`src/rtl/microwave_pkg.sv`:
```
// Shared types and constants for the microwave cook-cycle sequencer.
package microwave_pkg;

  typedef enum logic [2:0] {
    ST_IDLE  = 3'd0,
    ST_ENTRY = 3'd1,
    ST_COOK  = 3'd2,
    ST_PAUSE = 3'd3,
    ST_DONE  = 3'd4
  } cook_state_t;

  typedef logic [3:0] bcd_t;

  localparam logic [11:0] QUICK_TIME = 12'h030;

endpackage

```
`src/rtl/tick_prescaler.sv`:
```
// Mod-TICK_DIV counter: counts while en, holds otherwise, clr forces zero.
// tick is high for the one cycle the counter sits on its terminal count while enabled.
module tick_prescaler #(
  parameter int TICK_DIV = 100
) (
  input  logic clk,
  input  logic clrn,
  input  logic en,
  input  logic clr,
  output logic tick
);

  localparam int CW = (TICK_DIV > 1) ? $clog2(TICK_DIV) : 1;
  localparam logic [CW-1:0] LAST = CW'(TICK_DIV - 1);

  logic [CW-1:0] cnt_q, cnt_d;

  assign tick = en & ~clr & (cnt_q == LAST);

  always_comb begin
    cnt_d = cnt_q;
    if (clr)
      cnt_d = '0;
    else if (en)
      cnt_d = (cnt_q == LAST) ? '0 : cnt_q + 1'b1;
  end

  always_ff @(posedge clk or negedge clrn) begin
    if (!clrn) cnt_q <= '0;
    else       cnt_q <= cnt_d;
  end

endmodule

```
`src/rtl/microwave_cook_ctrl.sv`:
```
// Cook-cycle sequencer: keypad entry, counter-chain load, 1 s count enables, door/pause/beep.
// Define QUICK_START_EN to make a start with an empty entry load 30 s and cook.
module microwave_cook_ctrl
  import microwave_pkg::*;
#(
  parameter int TICK_DIV   = 100,
  parameter int BEEP_TICKS = 3
) (
  input  logic        clk,
  input  logic        clrn,
  input  logic        key_valid,
  input  logic [3:0]  key_digit,
  input  logic        start,
  input  logic        stop_clr,
  input  logic        door_closed,
  input  logic        timer_zero,
  output logic [11:0] load_data,
  output logic        timer_loadn,
  output logic        timer_en,
  output logic        mag_on,
  output logic        lamp_on,
  output logic        beep,
  output logic [2:0]  state
);

`ifdef QUICK_START_EN
  localparam bit QUICK_EN = 1'b1;
`else
  localparam bit QUICK_EN = 1'b0;
`endif

  localparam logic [7:0] BEEP_LAST = 8'(BEEP_TICKS - 1);

  cook_state_t state_q, state_d;
  logic [11:0] entry_q, entry_d;
  logic [11:0] load_data_q, load_data_d;
  logic        timer_loadn_q, timer_loadn_d;
  logic        timer_en_q, timer_en_d;
  logic        beep_q, beep_d;
  logic        settle_q, settle_d;
  logic [7:0]  beep_cnt_q, beep_cnt_d;

  logic in_cook, in_pause, in_done, cook_to_done, ps_en, ps_clr, ps_tick;

  assign in_cook  = (state_q == ST_COOK);
  assign in_pause = (state_q == ST_PAUSE);
  assign in_done  = (state_q == ST_DONE);

  // settle_q masks timer_zero for the first cycle after a load while the chain updates
  assign cook_to_done = in_cook & door_closed & ~stop_clr & timer_zero & ~settle_q;
  assign ps_en  = (in_cook & door_closed & ~stop_clr & ~cook_to_done)
                | (in_done & door_closed & ~stop_clr);
  assign ps_clr = ~(in_cook | in_pause | in_done) | cook_to_done;

  tick_prescaler #(.TICK_DIV(TICK_DIV)) u_prescaler (
    .clk  (clk),
    .clrn (clrn),
    .en   (ps_en),
    .clr  (ps_clr),
    .tick (ps_tick)
  );

  always_comb begin
    state_d       = state_q;
    entry_d       = entry_q;
    load_data_d   = load_data_q;
    timer_loadn_d = 1'b1;
    timer_en_d    = 1'b0;
    beep_d        = beep_q;
    beep_cnt_d    = beep_cnt_q;
    settle_d      = 1'b0;
    case (state_q)
      ST_IDLE, ST_ENTRY: begin
        beep_d = 1'b0;
        if (stop_clr) begin
          entry_d = '0;
          state_d = ST_IDLE;
        end else if (start) begin
          if (door_closed && entry_q != 12'h000) begin
            load_data_d   = entry_q;
            timer_loadn_d = 1'b0;
            settle_d      = 1'b1;
            state_d       = ST_COOK;
          end else if (door_closed && QUICK_EN) begin
            entry_d       = QUICK_TIME;
            load_data_d   = QUICK_TIME;
            timer_loadn_d = 1'b0;
            settle_d      = 1'b1;
            state_d       = ST_COOK;
          end
        end else if (key_valid && key_digit <= 4'd9) begin
          entry_d = {entry_q[7:0], bcd_t'(key_digit)};
          state_d = ST_ENTRY;
        end
      end
      ST_COOK: begin
        if (stop_clr || !door_closed) begin
          state_d = ST_PAUSE;
        end else if (cook_to_done) begin
          state_d    = ST_DONE;
          beep_d     = 1'b1;
          beep_cnt_d = '0;
        end else begin
          timer_en_d = ps_tick;
        end
      end
      ST_PAUSE: begin
        if (stop_clr) begin
          entry_d       = '0;
          load_data_d   = '0;
          timer_loadn_d = 1'b0;
          state_d       = ST_IDLE;
        end else if (start && door_closed) begin
          state_d = ST_COOK;
        end
      end
      ST_DONE: begin
        beep_d = 1'b1;
        if (stop_clr || !door_closed) begin
          beep_d     = 1'b0;
          beep_cnt_d = '0;
          state_d    = ST_IDLE;
        end else if (ps_tick) begin
          if (beep_cnt_q == BEEP_LAST) begin
            beep_d     = 1'b0;
            beep_cnt_d = '0;
            state_d    = ST_IDLE;
          end else begin
            beep_cnt_d = beep_cnt_q + 8'd1;
          end
        end
      end
      default: begin
        beep_d  = 1'b0;
        state_d = ST_IDLE;
      end
    endcase
  end

  always_ff @(posedge clk or negedge clrn) begin
    if (!clrn) begin
      state_q       <= ST_IDLE;
      entry_q       <= '0;
      load_data_q   <= '0;
      timer_loadn_q <= 1'b1;
      timer_en_q    <= 1'b0;
      beep_q        <= 1'b0;
      beep_cnt_q    <= '0;
      settle_q      <= 1'b0;
    end else begin
      state_q       <= state_d;
      entry_q       <= entry_d;
      load_data_q   <= load_data_d;
      timer_loadn_q <= timer_loadn_d;
      timer_en_q    <= timer_en_d;
      beep_q        <= beep_d;
      beep_cnt_q    <= beep_cnt_d;
      settle_q      <= settle_d;
    end
  end

  assign load_data   = load_data_q;
  assign timer_loadn = timer_loadn_q;
  assign timer_en    = timer_en_q;
  assign beep        = beep_q;
  assign state       = state_q;
  assign mag_on      = in_cook & door_closed;
  assign lamp_on     = in_cook | ~door_closed;

endmodule

```
`config.mk`:
```
export PLATFORM = sky130hd
export DESIGN_NAME = microwave_cook_ctrl
export DESIGN_NICKNAME = d
export VERILOG_FILES = /design/src/rtl/microwave_pkg.sv /design/src/rtl/tick_prescaler.sv /design/src/rtl/microwave_cook_ctrl.sv
export SDC_FILE = /design/constraint.sdc
export NUM_CORES = 1
export LEC_CHECK = 0
export ABC_CLOCK_PERIOD_IN_PS = 5400
export BUFFER_PORTS_ARGS = -buffer_cell sky130_fd_sc_hd__clkbuf_2
export CORE_MARGIN = 1
export CORE_UTILIZATION = 25
export DETAILED_ROUTE_END_ITERATION = 10
export PLACE_DENSITY = 0.5
export SETUP_SLACK_MARGIN = 0.15
export SLEW_MARGIN = 20
export SYNTH_ARGS = -nofsm -noshare
export SYNTH_HDL_FRONTEND = slang
export SYNTH_SLANG_ARGS = --single-unit
```
`constraint.sdc`:
```
create_clock -name clk -period 5.4 [get_ports clk]
set_clock_uncertainty 0.1 [all_clocks]
set_input_delay 1.08 -clock clk [delete_from_list [all_inputs] [get_ports clk]]
set_output_delay 1.08 -clock clk [all_outputs]
set_load 0.02 [all_outputs]
```
After elaboration in Yosys (flattened, before gate mapping)
Index checks and enable logic that the tools add are counted.

cells by class
  mux-type cells = 48
  order comparisons = 1
  bitwise operators = 21
  shifts and indexed selects = 0
  div/mod/pow operators = 0
  eq/ne operators = 20
  add/sub/neg operators = 2
  reductions and logical operators = 16
  $mul = 0

operators by type and width
  operator                                                                 count
  12-bit 2-to-1 mux                                                        7
  12-bit case mux with 2 select lines                                      2
  8-bit 2-to-1 mux                                                         5
  3-bit 2-to-1 mux                                                         11
  7-bit 2-to-1 mux                                                         3
  1-bit 2-to-1 mux                                                         16
  8-bit case mux with 2 select lines                                       1
  3-bit case mux with 4 select lines                                       1
  12-bit nonzero test                                                      1
  2-bit inequality test, second input constant                             5
  1-bit AND                                                                9
  3-bit by 1-bit inequality test with 1-bit output, second input constant  3
  8-bit by 1-bit adder with 8-bit output, second input constant            1
  8-bit by 2-bit equality test with 1-bit output, second input constant    1
  4-bit inequality test, second input constant                             2
  4-bit AND reduction                                                      2
  7-bit by 1-bit adder with 7-bit output, second input constant            1
  7-bit equality test, second input constant                               1
  1-bit NOT                                                                7
  3-bit by 2-bit equality test with 1-bit output, second input constant    2
  3-bit inequality test, second input constant                             2
  6-bit AND reduction                                                      1
  2-bit nonzero test                                                       3
  1-bit OR                                                                 5
  other kinds (14)                                                         16

word-level totals
  logic and storage cells = 117
  memories kept = 0
  latch bits = 0
  memory bits (read-only) = 0
  flip-flop bits (word level) = 46
  output and inout bits = 20
  input bits = 11
  bits in writable memories = 0

Longest topological paths before layout
  word-level depth = 13
  gate-level depth with buffers = 7
  mapped depth without buffers = 6

Hierarchy
A second synthesis with hierarchy kept.

second synthesis, totals
  cell total of the unflattened synthesis = 252
  area total of the unflattened synthesis = 2359.8 um^2

by module, submodules not included
  module               times used  area an instance (um^2)  sequential area each (um^2)  cells an instance
  microwave_cook_ctrl  1           1925.6                   977.2                        207
  tick_prescaler       1           434.2                    175.2                        45

Worst setup path before layout
No wires, ideal clock.

  path type = input port to flip-flop
  from = input port stop_clr
  to = register load_data_q[0] (netlist: load_data[0])
  data arrival time = 2415 ps
  path buffers = 2
  required time = 5170 ps
  setup slack = 2755 ps
  library setup time = 130 ps
  stages on the path = 6
  cell sequence = clkbuf_1 > or2b_1 > nor4b_1 > a32o_1 > clkbuf_1 > o21ai_0

on the way
  word-level cells in the longest chain between the ends = 2
  elaborated cells on any way between the ends = 3
  classes of those cells = eq/ne (2); reduce/logical (1)

RTL lines
  what                                    line                        text
  from (decl)                             microwave_cook_ctrl.sv:14   input logic stop_clr,
  2-bit inequality test (no source line)  --
  5-bit AND reduction (no source line) *  --
  to (signal assigned)                    microwave_cook_ctrl.sv:153  load_data_q <= load_data_d;
  to (decl)                               microwave_cook_ctrl.sv:36   logic [11:0] load_data_q, load_data_d;

Every way passes the cells marked *; elsewhere a longest branch is shown, timed or not.
A chain may end at the register's enable or synchronous reset.

Final worst setup path
  from = register state_q[1] (netlist: state[1])
  to = output port mag_on

on the way
  word-level cells in the longest chain between the ends = 2

RTL lines
  what                                            line                        text
  from (decl)                                     microwave_cook_ctrl.sv:34   cook_state_t state_q, state_d;
  from (signal assigned)                          microwave_cook_ctrl.sv:151  state_q <= state_d;
  3-bit by 2-bit equality test with 1-bit output  microwave_cook_ctrl.sv:45   assign in_cook = (state_q == ST_COOK);
  1-bit AND                                       microwave_cook_ctrl.sv:167  assign mag_on = in_cook & door_closed;
  to (decl)                                       microwave_cook_ctrl.sv:20   output logic mag_on,

No other way between the ends.

==> results.txt <==
The flow ran to the end, and the final reports show no timing, DRC or antenna violations. The clock sink count came out at 46. 31 I/O pins were placed. The average cell area after synthesis came out at 9.79 um^2.

The maximum buffer depth of the clock tree came out at 2. The synthesized netlist contains 51 unique library cells. After synthesis, the largest family of logic cells by area is compound AO/OA/AOI/OAI gates. The detailed router placed 1857 vias in this run. The cell at the root of the clock tree is clkbuf_8.

The minimum setup slack in the final design is 2.46 ns. The routed wire length came out at 5.36 mm. The area fraction in and, or, nand and nor cells after synthesis is 0.195. The number of antenna cells inserted is 0. The worst slew margin relative to its limit is 0.491. The initial cell density of the core came out at 0.260.

After detailed routing, the number of vias per cell comes to 5.02. The element type at the critical path start is a flop. Buffers inserted to repair hold after CTS numbered 0.

The largest stage delay on the critical path is 0.61 ns. Walking the worst path, the cells encountered are nor2b_1, and3_2, clkbuf_2. The via count of the first global-routing pass was 1807. The worst register-to-register path begins at state[0]$_DFFE_PN0P_. The ratio of cells with drive above 1 in the final layout came out at 0.187. The final critical-path share of the clock period is 0.544.

After synthesis the cells add up to 2280 um^2. Of the synthesized area, sequential elements account for 0.505. The count of nets left with antenna violations after detail routing is 0. The adder-cell area share of the yosys netlist came out at 0.0164. The DRC violation count after routing came out at 0. The number of instances in the synthesized netlist is 233. The layout overhead on the synthesized area is 16.2%. The hold violation total from the final report is 0. The wire length per cell is 14.5 um. Entering global routing, the biggest net connects 47 pins. The number of fill cells is 927.

The highest clock rate came out at 341 MHz. The count of routing violations after the opening detailed-route iteration came out at 101. The maximum fanout along the worst path is 14. The count of warnings emitted by yosys came out at 0. The count of instances resized after the clock tree is built came out at 0.

The clock latency of the later-clocked register in the worst-skew pair came out at 0.30 ns. The worst register-to-register path has a depth of 5. The number of rows created at floorplan came out at 34.

In this run the critical register-to-register path is captured at beep_cnt_q[3]$_DFFE_PN0P_. In this run, placement finished with an instance count of 362. Buffers inserted during clock tree synthesis total 5. The worst IR drop on VDD is 0.000179 V. The post-synthesis xor/xnor area fraction came out at 0. The floorplan core area came out at 8760 um^2. The number of failing setup endpoints in the final timing report came out at 0. The congestion estimate from routability-driven global placement came to 0.831. For this run, the detailed router's first-pass iteration total came to 4. The complex-gate fraction of the synthesized area came out at 0.223. TritonCTS built the clock tree.

The number of pins with negative max-slew slack in the final report is 0. The number of maximum-capacitance violations came out at 0. The measured slew at the worst slew-check pin came out at 0.764 ns. The most critical setup path has its endpoint at mag_on.

The die width came out at 97.5 um. The data required time of the critical path came out at 4.22 ns. The leakage power figure is 1.19 nW. The setup slack after placement is 2.27 ns. The number of antenna violations at the first check in global routing came out at 0. The final hold slack is 0.389 ns.

The multiplexer share of the synthesized area is 0.00932. The number of flops mapped to enable cells by yosys is 0. STA classifies the critical path endpoint as an output port. The power density of the placed cells is 408 nW/um^2.

The clock slew seen by the registers of the worst setup and hold paths came out at 0.09 ns. Among all stages on the critical path, the largest delay is contributed by dfrtp_1. Measured along the y axis, the die boundary spans 97.5 um. The number of nets at the end of the flow is 275. The post-layout instance count excluding filler cells is 370.

The wire length of the first global-routing pass is 9.28 mm. The reg-to-reg setup timing slack came out at 3.03 ns. Buffers placed on the I/O ports in this run total 30. The routed design could run at a clock period as short as 2.94 ns. In the synthesized netlist the dominant register cell turns out to be dfrtp_1. The total grt overflow came out at 0. The net count after synthesis came out at 247.

The critical path class is reg -> out. The overall track demand over capacity in global routing came out at 0.120. The CTS H-tree depth came out at 2. The path class of the lowest-slack min-delay path is reg -> reg. The overall die area came out at 9520 um^2. The post-CTS setup buffer count is 0. The HPWL reported at the end of detailed placement came out at 3.65 mm. The most critical setup path has its startpoint at state[1]$_DFFE_PN0P_. The arrival time at the worst endpoint came out at 1.76 ns. For this run, asynchronously set or reset flops after synthesis account for 1.00. Adding up every negative setup slack in the final design gives 0 ns. The synthesized flop and latch total came out at 46. Setup repair after global routing left no endpoint under its margin.
==> worst min-delay path by stage <==
| stage | start | to | slack (ns) | cells past startpoint |
|---|---|---|---|---|
| floorplan | beep_cnt_q[7]$_DFFE_PN0P_ | beep_cnt_q[7]$_DFFE_PN0P_ | 0.35 | 1 |
| global placement | beep_cnt_q[7]$_DFFE_PN0P_ | beep_cnt_q[7]$_DFFE_PN0P_ | 0.40 | 1 |
| detailed placement | beep_cnt_q[7]$_DFFE_PN0P_ | beep_cnt_q[7]$_DFFE_PN0P_ | 0.37 | 1 |
| CTS | beep_cnt_q[7]$_DFFE_PN0P_ | beep_cnt_q[7]$_DFFE_PN0P_ | 0.39 | 1 |
| global route | beep_cnt_q[7]$_DFFE_PN0P_ | beep_cnt_q[7]$_DFFE_PN0P_ | 0.42 | 1 |
| finish | beep_cnt_q[7]$_DFFE_PN0P_ | beep_cnt_q[7]$_DFFE_PN0P_ | 0.39 | 1 |
==> layout by cell type (no fill, tap or decap), drive strengths merged, types with 3 or more instances in the layout <==
| master | count |
|---|---|
| dfrtp | 45 |
| clkbuf | 36 |
| o21ai | 26 |
| nand3 | 22 |
| inv | 16 |
| a22o | 14 |
| nand2 | 13 |
| nor2 | 12 |
| a21oi | 6 |
| nor4 | 5 |
| nand2b | 5 |
| a31oi | 5 |
| nor2b | 4 |
| o31ai | 4 |
| and3 | 4 |
| ha | 3 |
| nor3b | 3 |
| a21o | 3 |
==> per-layer routing <==
metal	GRT usage	wire length, um	vias up
li1	-	-	912
met1	0.166	2590	899
met2	0.189	2480	42
met3	0.0273	256	4
met4	0.0305	42	0
met5	0	0	-
==> cell usage after synthesis (2+ instances only) <==
master    count  share of area
and3_1        3         0.0082
nor4_1        5          0.014
a22o_1       14          0.054
nor3b_1       2         0.0066
inv_1        16          0.026
o21ai_0      26          0.057
a21oi_1       6          0.013
nand2_1      13          0.021
nor2_1       12          0.020
o22ai_1       2         0.0055
o211ai_1      2         0.0066
dfrtp_1      45           0.49
nor2b_1       4          0.011
nand4_1       2         0.0055
nand3_1      22          0.048
a21o_1        2         0.0066
o31ai_1       4          0.013
nand2b_1      5          0.014
a31oi_1       5          0.014
nor3_1        2         0.0044
nor4b_1       2         0.0077
buf_2         3         0.0066
ha_1          3          0.016
clkbuf_1      6         0.0099
==> cells by family (layout without fill, tap and decap cells) <==
| group | Yosys count | after routing |
|---|---|---|
| AOI/OAI and AO/OA | 73 | 73 |
| and+or+nand+nor | 82 | 82 |
| muxes | 2 | 2 |
| DFF | 46 | 46 |
| adders and majority gates | 3 | 3 |
| buffers and inverters | 27 | 56 |
==> critical path, delay by kind of cell (launching register included) <==
kind	cells	cell delay, ns
buffers and inverters	1	0.16
AND/OR/NAND/NOR	2	0.69
flip-flops	1	0.61
==> registers in the layout, indices dropped and copies added, names as in the netlist <==
| signal | flops |
|---|---|
| beep_cnt_q | 8 |
| state | 3 |
| timer_loadn | 1 |
| settle_q | 1 |
| timer_en | 1 |
| load_data | 12 |
| entry_q | 12 |
| beep | 1 |
| u_prescaler.cnt_q | 7 |
==> layout make-up <==
cell class	count	area, um^2	area share
Clock inverter	2	37.5	0.0142
Multi-Input combinational cell	160	1030	0.388
Timing Repair Buffer	32	165	0.0623
Clock buffer	6	72.6	0.0274
Inverter	16	60.1	0.0227
Sequential cell	46	1150	0.435
Tap cell	108	135	0.0510
==> report_power, final <==
group          switching, mW  leakage [nW]  internal, mW
logic                  0.221         0.507         0.123
registers             0.0727         0.628         0.407
clock network          0.121        0.0514         0.138
total                  0.415          1.19         0.668
==> metrics by stage <==
stage,util,power (mW),cell area [um^2]
2_1_floorplan,-,0.715,2280
3_3_place_gp,0.289,0.828,2530
3_5_place_dp,0.289,0.829,2530
4_1_cts,0.302,1.09,2640
5_1_grt,0.303,1.16,2650
6_report,0.303,1.08,2650
Power figures use the tool's default switching activity.
